===== src/rtl/sarlock_pkg.sv =====
// Purpose: shared definitions for the SARLock key loader: loader state
//          encoding, default parameter values and the key parity helper
//          used by both the loader datapath and the bench's key model.
// Ports:   none (package).
package sarlock_pkg;

  localparam int KEY_W_DEF       = 8;
  localparam int MAX_FAIL_DEF    = 3;
  localparam int TIMEOUT_CYC_DEF = 64;

  // Widest key the parity helper handles; narrower keys are zero-extended,
  // which leaves their parity unchanged.
  localparam int KEY_W_MAX       = 64;

  typedef enum logic [2:0] {
    ST_IDLE    = 3'd0,
    ST_SHIFT   = 3'd1,
    ST_CHECK   = 3'd2,
    ST_ARMED   = 3'd3,
    ST_LOCKOUT = 3'd4
  } loader_state_e;

  // Returns 1 when key plus parity bit hold an odd number of ones,
  // i.e. the even-parity check failed.
  function automatic logic parity_odd(input logic [KEY_W_MAX-1:0] key,
                                      input logic                 par);
    return (^key) ^ par;
  endfunction

endpackage


===== src/rtl/sarlock_key_shreg.sv =====
// Purpose: serial-in / parallel-out key register. Bits arrive LSB first;
//          write k (0..KEY_W-1) lands in data[k], the write after that is
//          taken as the even-parity bit. Clear has priority over a write.
// Ports:
//   clk, rst_n  clock, asynchronous active-low reset
//   i_clear     zero data, parity and bit index
//   i_wr        accept i_bit at the current bit index
//   i_bit       serial bit
//   o_data      assembled key
//   o_cnt       bit index; equals KEY_W once all key bits are in
//   o_par_err   1 when {data, parity} fails the even-parity check
module sarlock_key_shreg
  import sarlock_pkg::*;
#(
  parameter int KEY_W = KEY_W_DEF
) (
  input  logic                       clk,
  input  logic                       rst_n,
  input  logic                       i_clear,
  input  logic                       i_wr,
  input  logic                       i_bit,
  output logic [KEY_W-1:0]           o_data,
  output logic [$clog2(KEY_W+1)-1:0] o_cnt,
  output logic                       o_par_err
);

  localparam int CNT_W = $clog2(KEY_W+1);

  logic [KEY_W-1:0] r_data;
  logic             r_parity;
  logic [CNT_W-1:0] r_cnt;

  always_ff @(posedge clk or negedge rst_n) begin
    if (!rst_n) begin
      r_data   <= '0;
      r_parity <= 1'b0;
      r_cnt    <= '0;
    end else if (i_clear) begin
      r_data   <= '0;
      r_parity <= 1'b0;
      r_cnt    <= '0;
    end else if (i_wr) begin
      if (r_cnt == CNT_W'(KEY_W)) begin
        // Index stops at KEY_W; the loader leaves SHIFT on this write.
        r_parity <= i_bit;
      end else begin
        for (int k = 0; k < KEY_W; k++) begin
          if (r_cnt == CNT_W'(k)) r_data[k] <= i_bit;
        end
        r_cnt <= r_cnt + 1'b1;
      end
    end
  end

  assign o_data    = r_data;
  assign o_cnt     = r_cnt;
  assign o_par_err = parity_odd(KEY_W_MAX'(r_data), r_parity);

endmodule


===== src/rtl/sarlock_key_loader.sv =====
// Purpose: key-delivery end of the SARLock key interface. Receives the key
//          serially, checks even parity, and drives the locked netlist's
//          keyinput bus only with a verified key. Repeated failed loads
//          (parity error or inter-bit timeout) force a sticky lockout that
//          only reset clears.
// Ports:
//   clk, rst_n     clock, asynchronous active-low reset
//   load_start     1-cycle request to begin or restart a key load
//   s_valid/s_bit  serial source handshake and data (LSB first, then parity)
//   s_ready        loader accepts s_bit this cycle
//   key_out        key to keyinput[KEY_W-1:0]; 0 unless ARMED
//   key_valid      key_out holds a verified key
//   busy           loader is in SHIFT or CHECK
//   load_err       1-cycle pulse per failed load
//   locked_out     sticky lockout indication
//   dbg_state      current loader state
//   dbg_fail_cnt   consecutive failed-load counter
//
// Serial handshake: a bit transfers on a rising edge where s_valid and
// s_ready are both 1. s_ready is 1 exactly while in SHIFT and does not
// depend on s_valid; the source may hold s_valid low for any number of
// cycles, subject to the inter-bit timeout.
module sarlock_key_loader
  import sarlock_pkg::*;
#(
  parameter int KEY_W       = KEY_W_DEF,
  parameter int MAX_FAIL    = MAX_FAIL_DEF,
  parameter int TIMEOUT_CYC = TIMEOUT_CYC_DEF
) (
  input  logic                          clk,
  input  logic                          rst_n,
  input  logic                          load_start,
  input  logic                          s_valid,
  input  logic                          s_bit,
  output logic                          s_ready,
  output logic [KEY_W-1:0]              key_out,
  output logic                          key_valid,
  output logic                          busy,
  output logic                          load_err,
  output logic                          locked_out,
  output loader_state_e                 dbg_state,
  output logic [$clog2(MAX_FAIL+1)-1:0] dbg_fail_cnt
);

  localparam int CNT_W  = $clog2(KEY_W+1);
  localparam int TMR_W  = $clog2(TIMEOUT_CYC);
  localparam int FAIL_W = $clog2(MAX_FAIL+1);

  loader_state_e     r_state;
  logic [TMR_W-1:0]  r_timer;
  logic [FAIL_W-1:0] r_fail_cnt;
  logic [KEY_W-1:0]  r_key_out;
  logic              r_key_valid;
  logic              r_load_err;

  logic              w_xfer;
  logic              w_start_ok;
  logic              w_last;
  logic              w_timeout;
  logic              w_fail;
  logic              w_shreg_clear;
  logic [KEY_W-1:0]  w_data;
  logic [CNT_W-1:0]  w_cnt;
  logic              w_par_err;
  logic [FAIL_W-1:0] w_fail_next;
  logic              w_lock_next;

  assign w_xfer     = s_valid && (r_state == ST_SHIFT);
  // load_start is honoured everywhere except CHECK and LOCKOUT.
  assign w_start_ok = load_start &&
                      ((r_state == ST_IDLE) || (r_state == ST_SHIFT) || (r_state == ST_ARMED));
  // A restart coincident with a transfer wins; that bit is dropped.
  assign w_last     = w_xfer && !load_start && (w_cnt == CNT_W'(KEY_W));
  assign w_timeout  = (r_state == ST_SHIFT) && !load_start && !s_valid &&
                      (r_timer == TMR_W'(TIMEOUT_CYC-1));
  assign w_fail     = w_timeout || ((r_state == ST_CHECK) && w_par_err);
  // Every load starts from an empty register, and a failed key never lingers.
  assign w_shreg_clear = w_start_ok || w_fail;

  assign w_fail_next = (r_fail_cnt == FAIL_W'(MAX_FAIL)) ? r_fail_cnt : r_fail_cnt + 1'b1;
  assign w_lock_next = (w_fail_next == FAIL_W'(MAX_FAIL));

  sarlock_key_shreg #(.KEY_W(KEY_W)) u_shreg (
    .clk       (clk),
    .rst_n     (rst_n),
    .i_clear   (w_shreg_clear),
    .i_wr      (w_xfer),
    .i_bit     (s_bit),
    .o_data    (w_data),
    .o_cnt     (w_cnt),
    .o_par_err (w_par_err)
  );

  always_ff @(posedge clk or negedge rst_n) begin
    if (!rst_n) begin
      r_state     <= ST_IDLE;
      r_timer     <= '0;
      r_fail_cnt  <= '0;
      r_key_out   <= '0;
      r_key_valid <= 1'b0;
      r_load_err  <= 1'b0;
    end else begin
      r_load_err <= 1'b0;
      if (w_fail) begin
        r_load_err <= 1'b1;
        r_fail_cnt <= w_fail_next;
        r_timer    <= '0;
        r_state    <= w_lock_next ? ST_LOCKOUT : ST_IDLE;
      end else begin
        case (r_state)
          ST_IDLE: begin
            if (load_start) begin
              r_state <= ST_SHIFT;
              r_timer <= '0;
            end
          end
          ST_SHIFT: begin
            if (load_start || w_xfer) begin
              r_timer <= '0;
              if (w_last) r_state <= ST_CHECK;
            end else begin
              r_timer <= r_timer + 1'b1;
            end
          end
          ST_CHECK: begin
            // Parity-clean here; the failing case is taken above.
            r_state     <= ST_ARMED;
            r_key_out   <= w_data;
            r_key_valid <= 1'b1;
            r_fail_cnt  <= '0;
          end
          ST_ARMED: begin
            if (load_start) begin
              r_state     <= ST_SHIFT;
              r_timer     <= '0;
              r_key_out   <= '0;
              r_key_valid <= 1'b0;
            end
          end
          ST_LOCKOUT: begin
            r_state <= ST_LOCKOUT;
          end
          default: r_state <= ST_IDLE;
        endcase
      end
    end
  end

  assign s_ready      = (r_state == ST_SHIFT);
  assign busy         = (r_state == ST_SHIFT) || (r_state == ST_CHECK);
  assign locked_out   = (r_state == ST_LOCKOUT);
  assign key_out      = r_key_out;
  assign key_valid    = r_key_valid;
  assign load_err     = r_load_err;
  assign dbg_state    = r_state;
  assign dbg_fail_cnt = r_fail_cnt;

endmodule


===== config.mk =====
export PLATFORM = sky130hd
export DESIGN_NAME = sarlock_key_loader
export DESIGN_NICKNAME = d
export VERILOG_FILES = /design/src/rtl/sarlock_pkg.sv /design/src/rtl/sarlock_key_shreg.sv /design/src/rtl/sarlock_key_loader.sv
export SDC_FILE = /design/constraint.sdc
export NUM_CORES = 1
export LEC_CHECK = 0
export BUFFER_PORTS_ARGS = -buffer_cell sky130_fd_sc_hd__buf_2
export CAP_MARGIN = 10
export CORE_MARGIN = 5
export CORE_UTILIZATION = 56
export CTS_CLUSTER_DIAMETER = 80
export DETAILED_ROUTE_END_ITERATION = 12
export PLACE_DENSITY = 0.86
export SKIP_CTS_REPAIR_TIMING = 1
export SYNTH_ARGS = -nofsm -noshare
export SYNTH_HDL_FRONTEND = slang
export SYNTH_SLANG_ARGS = --single-unit

===== constraint.sdc =====
create_clock -name clk -period 2.5 [get_ports clk]
set_input_delay 0.5 -clock clk [delete_from_list [all_inputs] [get_ports clk]]
set_output_delay 0.5 -clock clk [all_outputs]
set_load 0.01 [all_outputs]

* Yosys cells after proc, flatten, opt, wreduce, memory -nomap -nowiden
Cells that the tools add are included.
** Operators by class
- Add/sub/neg operators :: 3
- Equality and inequality tests :: 20
- Muxes and demuxes :: 35
- Bitwise operators :: 2
- Reductions and logical operators :: 46
** Operator list (count)
- $reduce_xor 64->1 :: 1
- $mux 8 :: 4
- $reduce_and 3->1 :: 10
- $reduce_bool 2->1 :: 12
- $mux 6 :: 3
- $eq 4x3->1 const B :: 4
- $pmux 8 s2 :: 1
- $mux 3 :: 5
- $mux 1 :: 13
- $mux 4 :: 3
- $pmux 3 s4 :: 1
- $pmux 6 s2 :: 1
- $ne 3x1->1 const B :: 3
- $eq 4x2->1 const B :: 2
- $logic_and 1x1->1 :: 8
- $add 6x1->6 const B :: 1
- $eq 3x2->1 const B :: 2
- $eq 6x6->1 const B :: 1
- $logic_or 1x1->1 :: 6
- $mux 2 :: 3
- $reduce_and 2->1 :: 3
- $add 4x1->4 const B :: 1
- $eq 2x2->1 const B :: 2
- $eq 4x1->1 const B :: 1
- 14 further kinds :: 15
** Storage, ports and cells
- Register bits after elaboration :: 34
- Input bits :: 5
- Output and inout port bits :: 18
- Logic and storage cells :: 122

* Longest topological paths before layout
- Word-level depth :: 8
- Depth in mapped cells :: 7
- Depth with buffers taken out :: 6

* By module
From an unflattened synthesis, not the netlist that was laid out.
** Second synthesis, totals
- Cell total of the unflattened synthesis :: 168
- Area total of the unflattened synthesis :: 1811.7 um^2
** Modules (own cells, without submodules)
- sarlock_key_loader :: instances 1, cells each 94, area an instance 1031.0 um^2, seq. area each 525.5 um^2
- sarlock_key_shreg :: instances 1, cells each 74, area an instance 780.7 um^2, seq. area each 325.3 um^2

* Worst setup path before layout
No wires, ideal clock.
- Path type :: reg-to-reg
- From :: register r_state[1] (netlist: dbg_state[1])
- To :: register r_timer[5]
- Library setup time :: 0.135 ns
- Arrival time :: 1.703 ns
- Data required time :: 2.365 ns
- Setup slack :: 0.662 ns
- Stages on the path, launching flop included :: 7
- Path buffers :: 3
- Period minus slack after synthesis :: 1.838 ns
- Path through :: dfrtp_1 -> buf_2 -> or3b_1 -> buf_2 -> nor4_4 -> buf_2 -> nor4_1
** On the way
- Word-level cells in the longest chain between the ends :: 7
- Elaborated cells on any way between the ends :: 18
- Classes of those cells :: eq/ne: 4; mux: 3; reduce/logical: 11
** Ends and longest elaborated chain
- from (decl) :: RTL line sarlock_key_loader.sv:49 : loader_state_e r_state;
- from (signal assigned) :: RTL line sarlock_key_loader.sv:108 : r_state <= w_lock_next ? ST_LOCKOUT : ST_IDLE;
- $eq 3x1->1 :: RTL line sarlock_key_loader.sv:68, sarlock_key_loader.sv:74, sarlock_key_loader.sv:110
- $logic_and 1x1->1 (3 in a row) :: RTL line sarlock_key_loader.sv:74 : assign w_timeout = (r_state == ST_SHIFT) && !load_start && !s_valid &&
- $logic_or 1x1->1 :: RTL line sarlock_key_loader.sv:76 : assign w_fail = w_timeout || ((r_state == ST_CHECK) && w_par_err);
- $ne 3x1->1 (no source line) or $reduce_bool 3->1 (tied branches)
- $reduce_and 2->1 (no source line)
- to (signal assigned) :: RTL line sarlock_key_loader.sv:122 : r_timer <= r_timer + 1'b1;
- to (decl) :: RTL line sarlock_key_loader.sv:50 : logic [TMR_W-1:0] r_timer;
Several ways; a longest one is shown, not always the timed one.
A chain may end at the register's enable or synchronous reset.

* Final worst setup path
- From :: register r_state[2] (netlist: dbg_state[2])
- To :: output port busy
** On the way
- Word-level cells in the longest chain between the ends :: 2
- Elaborated cells on any way between the ends :: 3
- Classes of those cells :: eq/ne: 2; reduce/logical: 1
** Ends and longest elaborated chain
- $eq 3x1->1 or $eq 3x2->1 (tied branches) :: RTL line sarlock_key_loader.sv:150 : assign busy = (r_state == ST_SHIFT) || (r_state == ST_CHECK);
- $logic_or 1x1->1 * :: RTL line sarlock_key_loader.sv:150
- to (decl) :: RTL line sarlock_key_loader.sv:38 : output logic busy,
Every way passes the cells marked *; elsewhere a longest branch is shown, timed or not.

==> out/results.tsv <==
metric	value	unit
status	finished, final reports clean	
drcViolationCount	0	
antenna_cells	0	
cap_violations	0	
first_pass_iters	5	
synth_top_area_share	42.1	%
setup_ws	140	ps
clk_pin_slew	100	ps
async_flop_share	100	%
crit_slowest_cell	dfrtp_1	
clockBufferDepth	2	
netlist_top_cells_count	dfrtp_1 (34), mux2i_1 (19), nand2_1 (17)	
cts_tree	built	
first_global_vias	1478	
synth_edf_count	0	
rows	21	
crit_family	simple AND/OR/NAND/NOR gates	
start_util	59.2	%
cp-start-kind	register	
ios	23	
multiInputGateArea	1040	um^2
power.density	466	nW/um^2
worstSetupPathType	reg2out	
clock-sinks	34	
slowest_delay	600	ps
fp.dieW	70.1	um
top_usage_layer	met2	
gp_congestion	0.914	
synth.avg_cell_area	10.2	um^2
ys.flop_type	dfrtp_1	
die_h	70.1	um
holdCritPathClass	in2async	
cp_num_buf_inv	2	
pwr-share-clk	31.2	%
worstPathCellList	or3b_1, inv_1, or2_2, buf_2	
nFillCells	267	
yosysWarnings	0	
drv_slew	0	
viasPerCell	5.95	
grt_max_degree	35	
gr-usage-met3	4.45	%
arrival	1860	ps
timing.final.crit_share	94.4	%
avgRoutedWirePerCell	15.7	um
yosys.area.top_type	dfrtp_1	
syn_nets	209	
syn_area	2020	um^2
whs	213	ps
synth_cells	199	
final_antenna_net_count	0	
fin_skew	6.47	ps
synthTopCellsByArea	dfrtp_1 (42%), mux2i_1 (9.4%), nor4_1 (4.3%)	
critPathRequiredTime	2000	ps
max_slew_margin	51.1	%
grt_pass1_wl	7.14	mm
max_freq	424	MHz
syn_to_final_growth	8.48	%
htree_levels	2	
end_kind	output pin	
fin_nets	226	
overflow	0	
place_ws	436	ps
cts_buffers	5	
cp_max_fo	14	
antenna_found_initial	0	
seqPwrFrac	56.7	%
peakVddDrop	0.000204	V
port_buffers	22	
final.setup.tns	0	ps
p_comb_share	12.1	%
fp.dieArea	4910	um^2
vias	1565	
report.final.setup_viol	0	
yosysMostFrequentCell	dfrtp_1	
grt_setup_unrepaired	no	
root_buffer	clkbuf_4	
yosysSeqAreaShare	42.1	%
coreArea	3420	um^2
switching_power	269	uW
grtUsageMet2	27.3	%
ys_ff_latch	34	
ys_types	48	
post-route-util	64.2	%
p_int	754	uW
grt_util_all_layers	17.8	%
insertion_delay	340	ps
dp_hpwl	2.91	mm
first_iter_violations	81	
period_minus_slack	2360	ps
routed_wl	4.12	mm
swShare	26.3	%
globalRouteMet1Util	23.9	%
leakagePower	0.00103	uW
regArea	851	um^2
worstMarginPinSlew	734	ps
hold_violations	0	
drive_gt1_share	18.4	%
[power groups by stage]
| stage | clock (uW) | sequential (uW) | combinational [uW] |
|---|---|---|---|
| detailed placement | 0 | 590 | 124 |
| CTS | 327 | 580 | 125 |
| floorplan | 0 | 584 | 94.5 |
| global route | 352 | 583 | 137 |
| global placement | 0 | 589 | 119 |
| finish | 319 | 580 | 124 |
[sequential cells by signal (all words and copies together) (netlist names)]
signal and cells:
r_timer 6, u_shreg.r_parity 1, u_shreg.o_cnt 4, u_shreg.o_data 8, dbg_fail_cnt 2, dbg_state 3, key_valid 1, key_out 8
load_err 1
[through the flow]
stage	std cells	area (um^2)	power, uW
finish	263	2190	1020
global route	263	2190	1070
CTS	263	2190	1030
detailed placement	255	2130	715
global placement	255	2130	708
floorplan	199	2020	678
[kinds of logic (layout without fill, tap and decap cells)]
group | after synthesis | in the layout | synth area share, %
AND/OR/NAND/NOR | 74 | 74 | 22.8
flip-flops | 34 | 34 | 42.1
buffers and inverters | 30 | 48 | 6.68
AO/OA/AOI/OAI | 27 | 27 | 9.10
multiplexers | 20 | 20 | 10.1
XOR/XNOR | 9 | 9 | 6.06
adder cells (fa/ha/maj) | 5 | 5 | 3.09
[worst reg2reg max path: stages (launching register included)]
cell and delay (ps):
dfrtp_1 540, or3b_1 570, nor4_4 450, buf_4 320, nor4_1 100
[layer usage]
metal	vias up	part of all wire [%]
met5	-	0
met4	0	1.9
met3	10	6.1
met2	51	46
met1	748	46
li1	756	-
[layout make-up]
cell class / instances / share of cell area [%]
clock inverter: 1 / 0.228
timing repair buffer: 25 / 6.05
sequential: 34 / 38.8
clock buffer: 7 / 2.51
multi-input combinational: 135 / 47.2
inverter: 15 / 2.57
tap: 46 / 2.62
[path summary, 6_finish.rpt]
check                      slack [ps]                end  cells past startpoint          from
max                               140               busy                      4  dbg_state[2]
min                               210         key_out[4]                      1         rst_n
max reg2reg                       390  u_shreg.o_data[7]                      4  dbg_state[2]
min reg2reg                       510          key_valid                      2     key_valid
max in group asynchronous        1820   u_shreg.o_cnt[1]                      1         rst_n
min in group clk                  510          key_valid                      2     key_valid
[layout by cell type (no fill, tap or decap), types with 3 or more instances in the layout]
| cell type | count |
|---|---|
| nor2_1 | 4 |
| a21oi_1 | 4 |
| nand3b_1 | 3 |
| nor3_1 | 3 |
| buf_2 | 22 |
| o31a_1 | 3 |
| or2_2 | 3 |
| nor4bb_1 | 4 |
| nand4b_1 | 5 |
| xor2_1 | 3 |
| nand3_1 | 5 |
| o21ai_0 | 8 |
| clkbuf_4 | 5 |
| a311oi_1 | 3 |
| nor4_1 | 14 |
| xnor2_1 | 3 |
| ha_1 | 5 |
| inv_1 | 15 |
| dfrtp_1 | 34 |
| mux2i_1 | 19 |
| nand2_1 | 17 |
| buf_4 | 3 |
(Power assumes the default switching activity.)
